**src/rtl/multicycle_ctrl_fsm.sv**
```systemverilog
// Main control FSM for the multicycle RV32I core: sequences fetch, decode,
// execute, memory and writeback strobes; outputs decode from the state register.
//
// state      | meaning
// FETCH      | read instruction at PC, latch IR/OldPC and PC+4 on mem_ready
// DECODE     | register read, precompute OldPC+Imm, dispatch on op
// MEMADR     | compute load/store address RD1+Imm
// MEMREAD    | drive address from Result, wait for read data
// MEMWB      | write loaded data to the register file
// MEMWRITE   | hold store strobe until memory accepts it
// EXECUTER   | R-type ALU operation RD1 op RD2
// EXECUTEI   | I-type ALU operation RD1 op Imm
// ALUWB      | write ALUOut to the register file
// BEQ        | compare RD1-RD2, conditional PC write from ALUOut
// JAL        | PC <= OldPC+Imm, ALUOut <= OldPC+4
// JALR       | PC <= RD1+Imm
// JALRLINK   | write OldPC+4 to the register file
module multicycle_ctrl_fsm (
  input  logic       clk,
  input  logic       reset,
  input  logic [6:0] op,
  input  logic       mem_ready,
  output logic       IRWrite,
  output logic       PCUpdate,
  output logic       Branch,
  output logic       RegWrite,
  output logic       MemWrite,
  output logic       AdrSrc,
  output logic [1:0] ResultSrc,
  output logic [1:0] ALUSrcA,
  output logic [1:0] ALUSrcB,
  output logic [1:0] ALUOp,
  output logic       instr_done,
  output logic       illegal_op
);

  typedef enum logic [3:0] {
    S_FETCH, S_DECODE, S_MEMADR, S_MEMREAD, S_MEMWB, S_MEMWRITE, S_EXECUTER,
    S_EXECUTEI, S_ALUWB, S_BEQ, S_JAL, S_JALR, S_JALRLINK
  } state_t;

  localparam logic [6:0] OP_LW   = 7'b0000011;
  localparam logic [6:0] OP_SW   = 7'b0100011;
  localparam logic [6:0] OP_R    = 7'b0110011;
  localparam logic [6:0] OP_I    = 7'b0010011;
  localparam logic [6:0] OP_BEQ  = 7'b1100011;
  localparam logic [6:0] OP_JAL  = 7'b1101111;
  localparam logic [6:0] OP_JALR = 7'b1100111;

  state_t state, next_state;

  always_ff @(posedge clk or posedge reset) begin
    if (reset) state <= S_FETCH;
    else       state <= next_state;
  end

  always_comb begin
    next_state = state;
    IRWrite    = 1'b0;
    PCUpdate   = 1'b0;
    Branch     = 1'b0;
    RegWrite   = 1'b0;
    MemWrite   = 1'b0;
    AdrSrc     = 1'b0;
    ResultSrc  = 2'b00;
    ALUSrcA    = 2'b00;
    ALUSrcB    = 2'b00;
    ALUOp      = 2'b00;
    instr_done = 1'b0;
    illegal_op = 1'b0;
    case (state)
      S_FETCH: begin
        ALUSrcB   = 2'b10;
        ResultSrc = 2'b10;
        IRWrite   = mem_ready;
        PCUpdate  = mem_ready;
        if (mem_ready) next_state = S_DECODE;
      end
      S_DECODE: begin
        ALUSrcA = 2'b01;
        ALUSrcB = 2'b01;
        case (op)
          OP_LW, OP_SW: next_state = S_MEMADR;
          OP_R:         next_state = S_EXECUTER;
          OP_I:         next_state = S_EXECUTEI;
          OP_BEQ:       next_state = S_BEQ;
          OP_JAL:       next_state = S_JAL;
          OP_JALR:      next_state = S_JALR;
          default: begin
            next_state = S_FETCH;
            illegal_op = 1'b1;
          end
        endcase
      end
      S_MEMADR: begin
        ALUSrcA    = 2'b10;
        ALUSrcB    = 2'b01;
        next_state = (op == OP_LW) ? S_MEMREAD : S_MEMWRITE;
      end
      S_MEMREAD: begin
        AdrSrc = 1'b1;
        if (mem_ready) next_state = S_MEMWB;
      end
      S_MEMWB: begin
        ResultSrc  = 2'b01;
        RegWrite   = 1'b1;
        instr_done = 1'b1;
        next_state = S_FETCH;
      end
      S_MEMWRITE: begin
        AdrSrc     = 1'b1;
        MemWrite   = 1'b1;
        instr_done = mem_ready;
        if (mem_ready) next_state = S_FETCH;
      end
      S_EXECUTER: begin
        ALUSrcA    = 2'b10;
        ALUOp      = 2'b10;
        next_state = S_ALUWB;
      end
      S_EXECUTEI: begin
        ALUSrcA    = 2'b10;
        ALUSrcB    = 2'b01;
        ALUOp      = 2'b10;
        next_state = S_ALUWB;
      end
      S_ALUWB: begin
        RegWrite   = 1'b1;
        instr_done = 1'b1;
        next_state = S_FETCH;
      end
      S_BEQ: begin
        ALUSrcA    = 2'b10;
        ALUOp      = 2'b01;
        Branch     = 1'b1;
        instr_done = 1'b1;
        next_state = S_FETCH;
      end
      S_JAL: begin
        ALUSrcA    = 2'b01;
        ALUSrcB    = 2'b10;
        PCUpdate   = 1'b1;
        next_state = S_ALUWB;
      end
      S_JALR: begin
        ALUSrcA    = 2'b10;
        ALUSrcB    = 2'b01;
        ResultSrc  = 2'b10;
        PCUpdate   = 1'b1;
        next_state = S_JALRLINK;
      end
      S_JALRLINK: begin
        ALUSrcA    = 2'b01;
        ALUSrcB    = 2'b10;
        ResultSrc  = 2'b10;
        RegWrite   = 1'b1;
        instr_done = 1'b1;
        next_state = S_FETCH;
      end
      default: next_state = S_FETCH;
    endcase
    // Reset is asynchronous, so the strobes must also drop combinationally
    // rather than waiting for the state register to settle in FETCH.
    if (reset) begin
      IRWrite    = 1'b0;
      PCUpdate   = 1'b0;
      Branch     = 1'b0;
      RegWrite   = 1'b0;
      MemWrite   = 1'b0;
      AdrSrc     = 1'b0;
      ResultSrc  = 2'b00;
      ALUSrcA    = 2'b00;
      ALUSrcB    = 2'b00;
      ALUOp      = 2'b00;
      instr_done = 1'b0;
      illegal_op = 1'b0;
    end
  end

endmodule

```
**config.mk**
```make
export PLATFORM = sky130hd
export DESIGN_NAME = multicycle_ctrl_fsm
export DESIGN_NICKNAME = d
export VERILOG_FILES = /design/src/rtl/multicycle_ctrl_fsm.sv
export SDC_FILE = /design/constraint.sdc
export NUM_CORES = 1
export LEC_CHECK = 0
export ABC_AREA = 1
export CORE_MARGIN = 1.5
export CORE_UTILIZATION = 41
export CTS_CLUSTER_DIAMETER = 30
export DETAILED_ROUTE_END_ITERATION = 8
export PLACE_DENSITY = 0.79
export SYNTH_ARGS = -nofsm -noshare
export SYNTH_HDL_FRONTEND = slang
export SYNTH_SLANG_ARGS = --single-unit
```
**constraint.sdc**
```tcl
create_clock -name clk -period 1.3 [get_ports clk]
set_input_delay 0.26 -clock clk [delete_from_list [all_inputs] [get_ports clk]]
set_output_delay 0.26 -clock clk [all_outputs]
set_load 0.02 [all_outputs]
```
==> results of run 1 <==
## through the flow
step	cell area [sq um]	hold WS [ns]
after floorplan	681.9	0.04117
after global placement	1120	0.6850
after detailed placement	1120	0.6811
after CTS	1292	0.4644
## Yosys cell counts (2+ instances only)
library cell	instances	area (sq um)
sky130_fd_sc_hd__nand2_1	22	82.58
sky130_fd_sc_hd__nor2_1	14	52.55
sky130_fd_sc_hd__inv_1	13	48.80
sky130_fd_sc_hd__nand3_1	9	45.04
sky130_fd_sc_hd__inv_2	8	30.03
sky130_fd_sc_hd__a21oi_1	5	25.02
sky130_fd_sc_hd__nor2_4	5	56.30
sky130_fd_sc_hd__dfrtp_1	4	100.1
sky130_fd_sc_hd__nor3_1	4	20.02
sky130_fd_sc_hd__o21ai_1	4	20.02
sky130_fd_sc_hd__o21ai_0	3	15.01
sky130_fd_sc_hd__a31oi_1	2	12.51
sky130_fd_sc_hd__nand2_4	2	22.52
sky130_fd_sc_hd__nor2_2	2	12.51
## cells by family after synthesis
kind of cell           share of synthesized area (%)
AOI/OAI and AO/OA                              14.37
buffers and inverters                          13.75
and+or+nand+nor                                55.21
DFF                                            16.67
## what timing repair did
| item | in CTS |
|---|---|
| pin swaps | 12 |
| gates resized for setup | 115 |
| hold buffers | 0 |
| setup endpoints to repair | 18 |
| hold endpoints to repair | 0 |
| setup buffers | 10 |
==> results.txt, run 1 <==
----------------------------------------------------
[CTS]
  Buffer type at the clock tree root ... sky130_fd_sc_hd__clkbuf_4
  CTS Buffer Depth ... 2
  Inserted Clock Buffers ... 3
  Sinks on the clock net ... 4
  H-tree levels ... 1

[Synthesis]
  Number of flops mapped to enable cells by yosys ... 0
  Post-synthesis instance total ... 105
  Synthesized area divided by synthesized cell count ... 5.720 sq um
  Synthesis Warnings ... 0
  Post-synthesis net count ... 115
  Number of distinct library cells after synthesis ... 22
  Proportion of synthesized chip area in sequential cells ... 16.67%
  Primary FF master, synth ... sky130_fd_sc_hd__dfrtp_1
  Async S/R FF share, synth ... 100.0%
  Synthesized flop and latch total ... 4
  Post-synthesis instance area ... 600.6 sq um

[Placement]
  Placed cell count ... 167
  Port Buffers ... 25
  Detailed-placement wirelength estimate ... 1.679 mm
  Last weighted congestion value of the routability-driven placer ... 0.8547
  Post-placement worst setup slack ... -0.9339 ns

[Floorplanning]
  Standard-cell row count ... 13
  Die width ... 41.27 um
  Initial core utilization ... 45.03%
  Io pins ... 26
  Die Span Y ... 41.27 um

[Timing]
  Worst EP kind ... output port
  Worst_ep grt ... ALUSrcA[0]

[Status]
  Exit stage ... 5_1_grt
  Tool error message ... [ERROR DPL-0038] Utilization greater than 100%, impossible to legalize
  Run status ... did not finish

[Global routing]
  Maximum number of pins on one net before global-route repair ... 9

----------------------------------------------------
==> run 2: changes to the inputs <==
--- a/config.mk
+++ b/config.mk
@@ -6,11 +6,10 @@
 export NUM_CORES = 1
 export LEC_CHECK = 0
 export ABC_AREA = 1
-export CORE_MARGIN = 1.5
-export CORE_UTILIZATION = 41
-export CTS_CLUSTER_DIAMETER = 30
+export CORE_AREA = 2 2 63 65
 export DETAILED_ROUTE_END_ITERATION = 8
-export PLACE_DENSITY = 0.79
+export DIE_AREA = 0 0 65 67
+export PLACE_DENSITY_LB_ADDON = 0.15
 export SYNTH_ARGS = -nofsm -noshare
 export SYNTH_HDL_FRONTEND = slang
 export SYNTH_SLANG_ARGS = --single-unit
==> run 2 against run 1 <==
  * Synthesized cell count stayed put
  * The flow now finishes, with violations (setup timing)
  * Synthesized area stayed put
==> results.txt, run 2 <==
----------------------------------------------------
[Synthesis]
  Synthesized flop and latch total ... 4 (unchanged)
  Primary FF master, synth ... sky130_fd_sc_hd__dfrtp_1
  Cell taking the most area after synthesis ... sky130_fd_sc_hd__dfrtp_1
  Async S/R FF share, synth ... 100.0% (unchanged)
  Number of distinct library cells after synthesis ... 22 (unchanged)
  Proportion of synthesized chip area in sequential cells ... 16.67% (unchanged)
  Post-synthesis instance total ... 105 (unchanged)
  Post-synthesis instance area ... 600.6 sq um (unchanged)
  Synthesis Warnings ... 0 (unchanged)
  Synth top area share ... 16.67% (unchanged)
  Cell with the most instances after synthesis ... sky130_fd_sc_hd__nand2_1
  Main area contributors after synthesis ... sky130_fd_sc_hd__dfrtp_1 17%, sky130_fd_sc_hd__nand2_1 14%, sky130_fd_sc_hd__nor2_4 9.4%
  Synthesized area divided by synthesized cell count ... 5.720 sq um (unchanged)
  Number of flops mapped to enable cells by yosys ... 0 (unchanged)
  Synth top cells by count ... 22 x sky130_fd_sc_hd__nand2_1, 14 x sky130_fd_sc_hd__nor2_1, 13 x sky130_fd_sc_hd__inv_1
  Post-synthesis net count ... 115 (unchanged)

[Finish]
  Post-route design area ... 1568 sq um
  Layout cells sized above 1 ... 70.95%
  Largest registers ... state (4)
  Final layout net count ... 191
  Flip-flop count of the largest register after layout ... 4
  Share of the core filled with cells ... 43.48%
  # diodes ... 0
  Highest-count cells in the layout ignoring fill and taps ... 43 x sky130_fd_sc_hd__buf_4, 20 x sky130_fd_sc_hd__buf_6, 13 x sky130_fd_sc_hd__nand2_1, 10 x sky130_fd_sc_hd__inv_2, 10 x sky130_fd_sc_hd__nor2_4
  Top register by number of flip-flops ... state
  Synth-to-layout area growth ... 161.0%
  Most common library cell in the layout ignoring fill and taps ... sky130_fd_sc_hd__buf_4

[Timing]
  Min Clock Period, post-route ... 1.694 ns
  Post-route worst setup slack ... -0.3936 ns
  Final TNS setup ... -5.267 ns
  Hold violation total from the final report ... 0
  # setup viols final ... 18
  Setup repair after global routing missed its margin ... true
  Max-Slew Margin vs Limit ... 79.33%
  Layout Skew ... 0.001610 ns
  Worst-Margin Slew ... 0.3100 ns
  Final Hold Slack ... 0.3882 ns
  Period utilization ... 130.3%
  Max-slew violation count ... 0
  Top achievable clock speed ... 590.4 MHz

[Placement]
  Last weighted congestion value of the routability-driven placer ... 0.8545 (about the same)
  Port Buffers ... 25 (unchanged)
  Post-Place Cell Area ... 1236 sq um (+10%)
  Detailed-placement wirelength estimate ... 1.792 mm (+6.7%)

[Floorplanning]
  Standard-cell row count ... 22 (+9)
  Die outline area ... 4355 sq um
  Die width ... 65 um (+57%)
  Die Span Y ... 67 um (+62%)
  Initial core utilization ... 16.66% (-28 points)
  CORE AREA ... 3606 sq um
  Io pins ... 26 (unchanged)

[Drt]
  ANT nets after route ... 0
  Average routed wire per standard cell ... 10.05 um
  Vias post-DR ... 929
  Vias/cell ... 4.093
  DRC violation total after the first TritonRoute iteration ... 13
  First-pass detailed-route iteration total ... 4
  Remaining design rule violation count ... 0
  Drt total wl ... 2.281 mm

[Power]
  VDD IR-drop max ... 0.3190 mV
  Power density cells ... 1133 nW/um^2
  Leak ... 0.8089 nW
  Total chip power ... 1.776 mW

[Global routing]
  First-pass GRT wire length ... 3.636 mm
  Overall global routing resource usage ... 10.66%
  Number of antenna violations at the first check in global routing ... 0
  Maximum number of pins on one net before global-route repair ... 10
  Total grt overflow ... 0
  Via count of the first global-routing pass ... 884

[Critical path]
  Arrival @ worst endpoint ... 1.43 ns
  Critical-path cell with the highest stage delay ... sky130_fd_sc_hd__dfrtp_2
  Register-to-register setup slack ... -0.08 ns
  Type of the setup path with the least slack ... flop to primary output
  Sequence of cells on the critical path ... buf_6 -> nor2_4 -> nand2_4 -> nor2_4 -> nand2_1 -> o21ai_2 -> buf_6
  WP buf/inv ... 2
  Largest fanout on the critical path ... 4
  Cells on worst reg2reg path ... 9
  Kind of cell adding the most delay to the critical path ... simple AND/OR/NAND/NOR gates
  Slowest stage delay, CP ... 0.43 ns
  Reg-to-reg critical path startpoint ... state[2]$_DFFE_PP0P_
  Reg-to-Reg End ... state[2]$_DFFE_PP0P_
  Type of destination of the critical path ... primary output
  Number of logic stages on the critical path including buffering ... 7
  Worst path required time ... 1.04 ns
  Setup crit start kind ... flop

[CTS]
  H-tree levels ... 1 (unchanged)
  Skew-Pair Late Insertion Delay ... 0.21 ns
  CTS Buffer Depth ... 2 (unchanged)
  Inserted Clock Buffers ... 3 (unchanged)
  Clock-pin slew of the registers on the worst-case setup and hold paths ... 0.03 ns
  CTS tree ... built
  Post-CTS Hold Fix Bufs ... 0 (unchanged)
  Buffer type at the clock tree root ... sky130_fd_sc_hd__clkbuf_8
  Sinks on the clock net ... 4 (unchanged)

[Status]
  Run status ... finished, violations left
  Failing checks ... setup timing

[Run]
  Total of max-cap violations ... 0

[Min path]
  Min-Delay Path Class ... input pin to async pin

----------------------------------------------------
-- run 2: worst max-delay path by stage --
stage | startpoint | to | slack [ns]
floorplan | state[2]$_DFFE_PP0P_ | ALUSrcB[0] | -0.06
global placement | op[0] | illegal_op | -0.93
detailed placement | op[1] | illegal_op | -0.95
CTS | op[1] | illegal_op | -0.38
global route | state[3]$_DFFE_PP0P_ | instr_done | -0.45
finish | state[3]$_DFFE_PP0P_ | instr_done | -0.39
-- run 2: layer usage --
layer / track usage, % / part of all wire (%) / up-vias
met4: 3.191 / 0 / 0
met3: 1.858 / 5.8 / 0
met2: 19.72 / 55 / 24
li1: - / - / 487
met1: 12.44 / 40 / 418
met5: 0 / 0 / -
-- run 2: report_power, final --
group          total (mW)  switching (mW)  internal (mW)
registers           0.170          0.0225          0.148
clock network       0.257          0.0596          0.197
logic                1.35           0.643          0.706
total                1.78           0.725           1.05
-- run 2: cell type report --
| type | instances | area [sq um] |
|---|---|---|
| fill | 395 | 2038 |
| inverter | 21 | 83.83 |
| multi-input combinational | 79 | 631.9 |
| sequential | 4 | 103.9 |
| tap | 48 | 60.06 |
| timing repair buffer | 72 | 646.9 |
| clock buffer | 3 | 41.29 |
-- run 2: cells by family (layout without fill, tap and decap cells) --
kind of cell / Yosys count / count (layout) / synth area share (%)
AND/OR/NAND/NOR: 63 / 63 / 55.21
buffers and inverters: 22 / 96 / 13.75
flip-flops: 4 / 4 / 16.67
AO/OA/AOI/OAI: 16 / 16 / 14.37
-- run 2: stage by stage --
stage / instances / setup WS [ns]
CTS: 221 / -0.3786
finish: 227 / -0.3936
global placement: 210 / -0.9332
global route: 227 / -0.4450
detailed placement: 210 / -0.9524
floorplan: 105 / -0.06186
-- run 2: what timing repair did --
item | in CTS | in global routing
setup buffers | 10 | 8
hold endpoints to repair | 0 | 0
pin swaps | 13 | 24
resized for setup | 111 | 41
setup endpoints to repair | 18 | 20
-- run 2: worst register-to-register path, cell delays in order, from the launching register on --
cell and delay [ns]:
sky130_fd_sc_hd__dfrtp_2 0.42, sky130_fd_sc_hd__nor2_4 0.21, sky130_fd_sc_hd__nand2_2 0.11, sky130_fd_sc_hd__inv_2 0.09, sky130_fd_sc_hd__buf_4 0.11, sky130_fd_sc_hd__buf_4 0.11, sky130_fd_sc_hd__nand3_2 0.06, sky130_fd_sc_hd__nand3_1 0.09
sky130_fd_sc_hd__nand2_1 0.06, sky130_fd_sc_hd__nand2_1 0.05
Power figures use the tool's default switching activity.
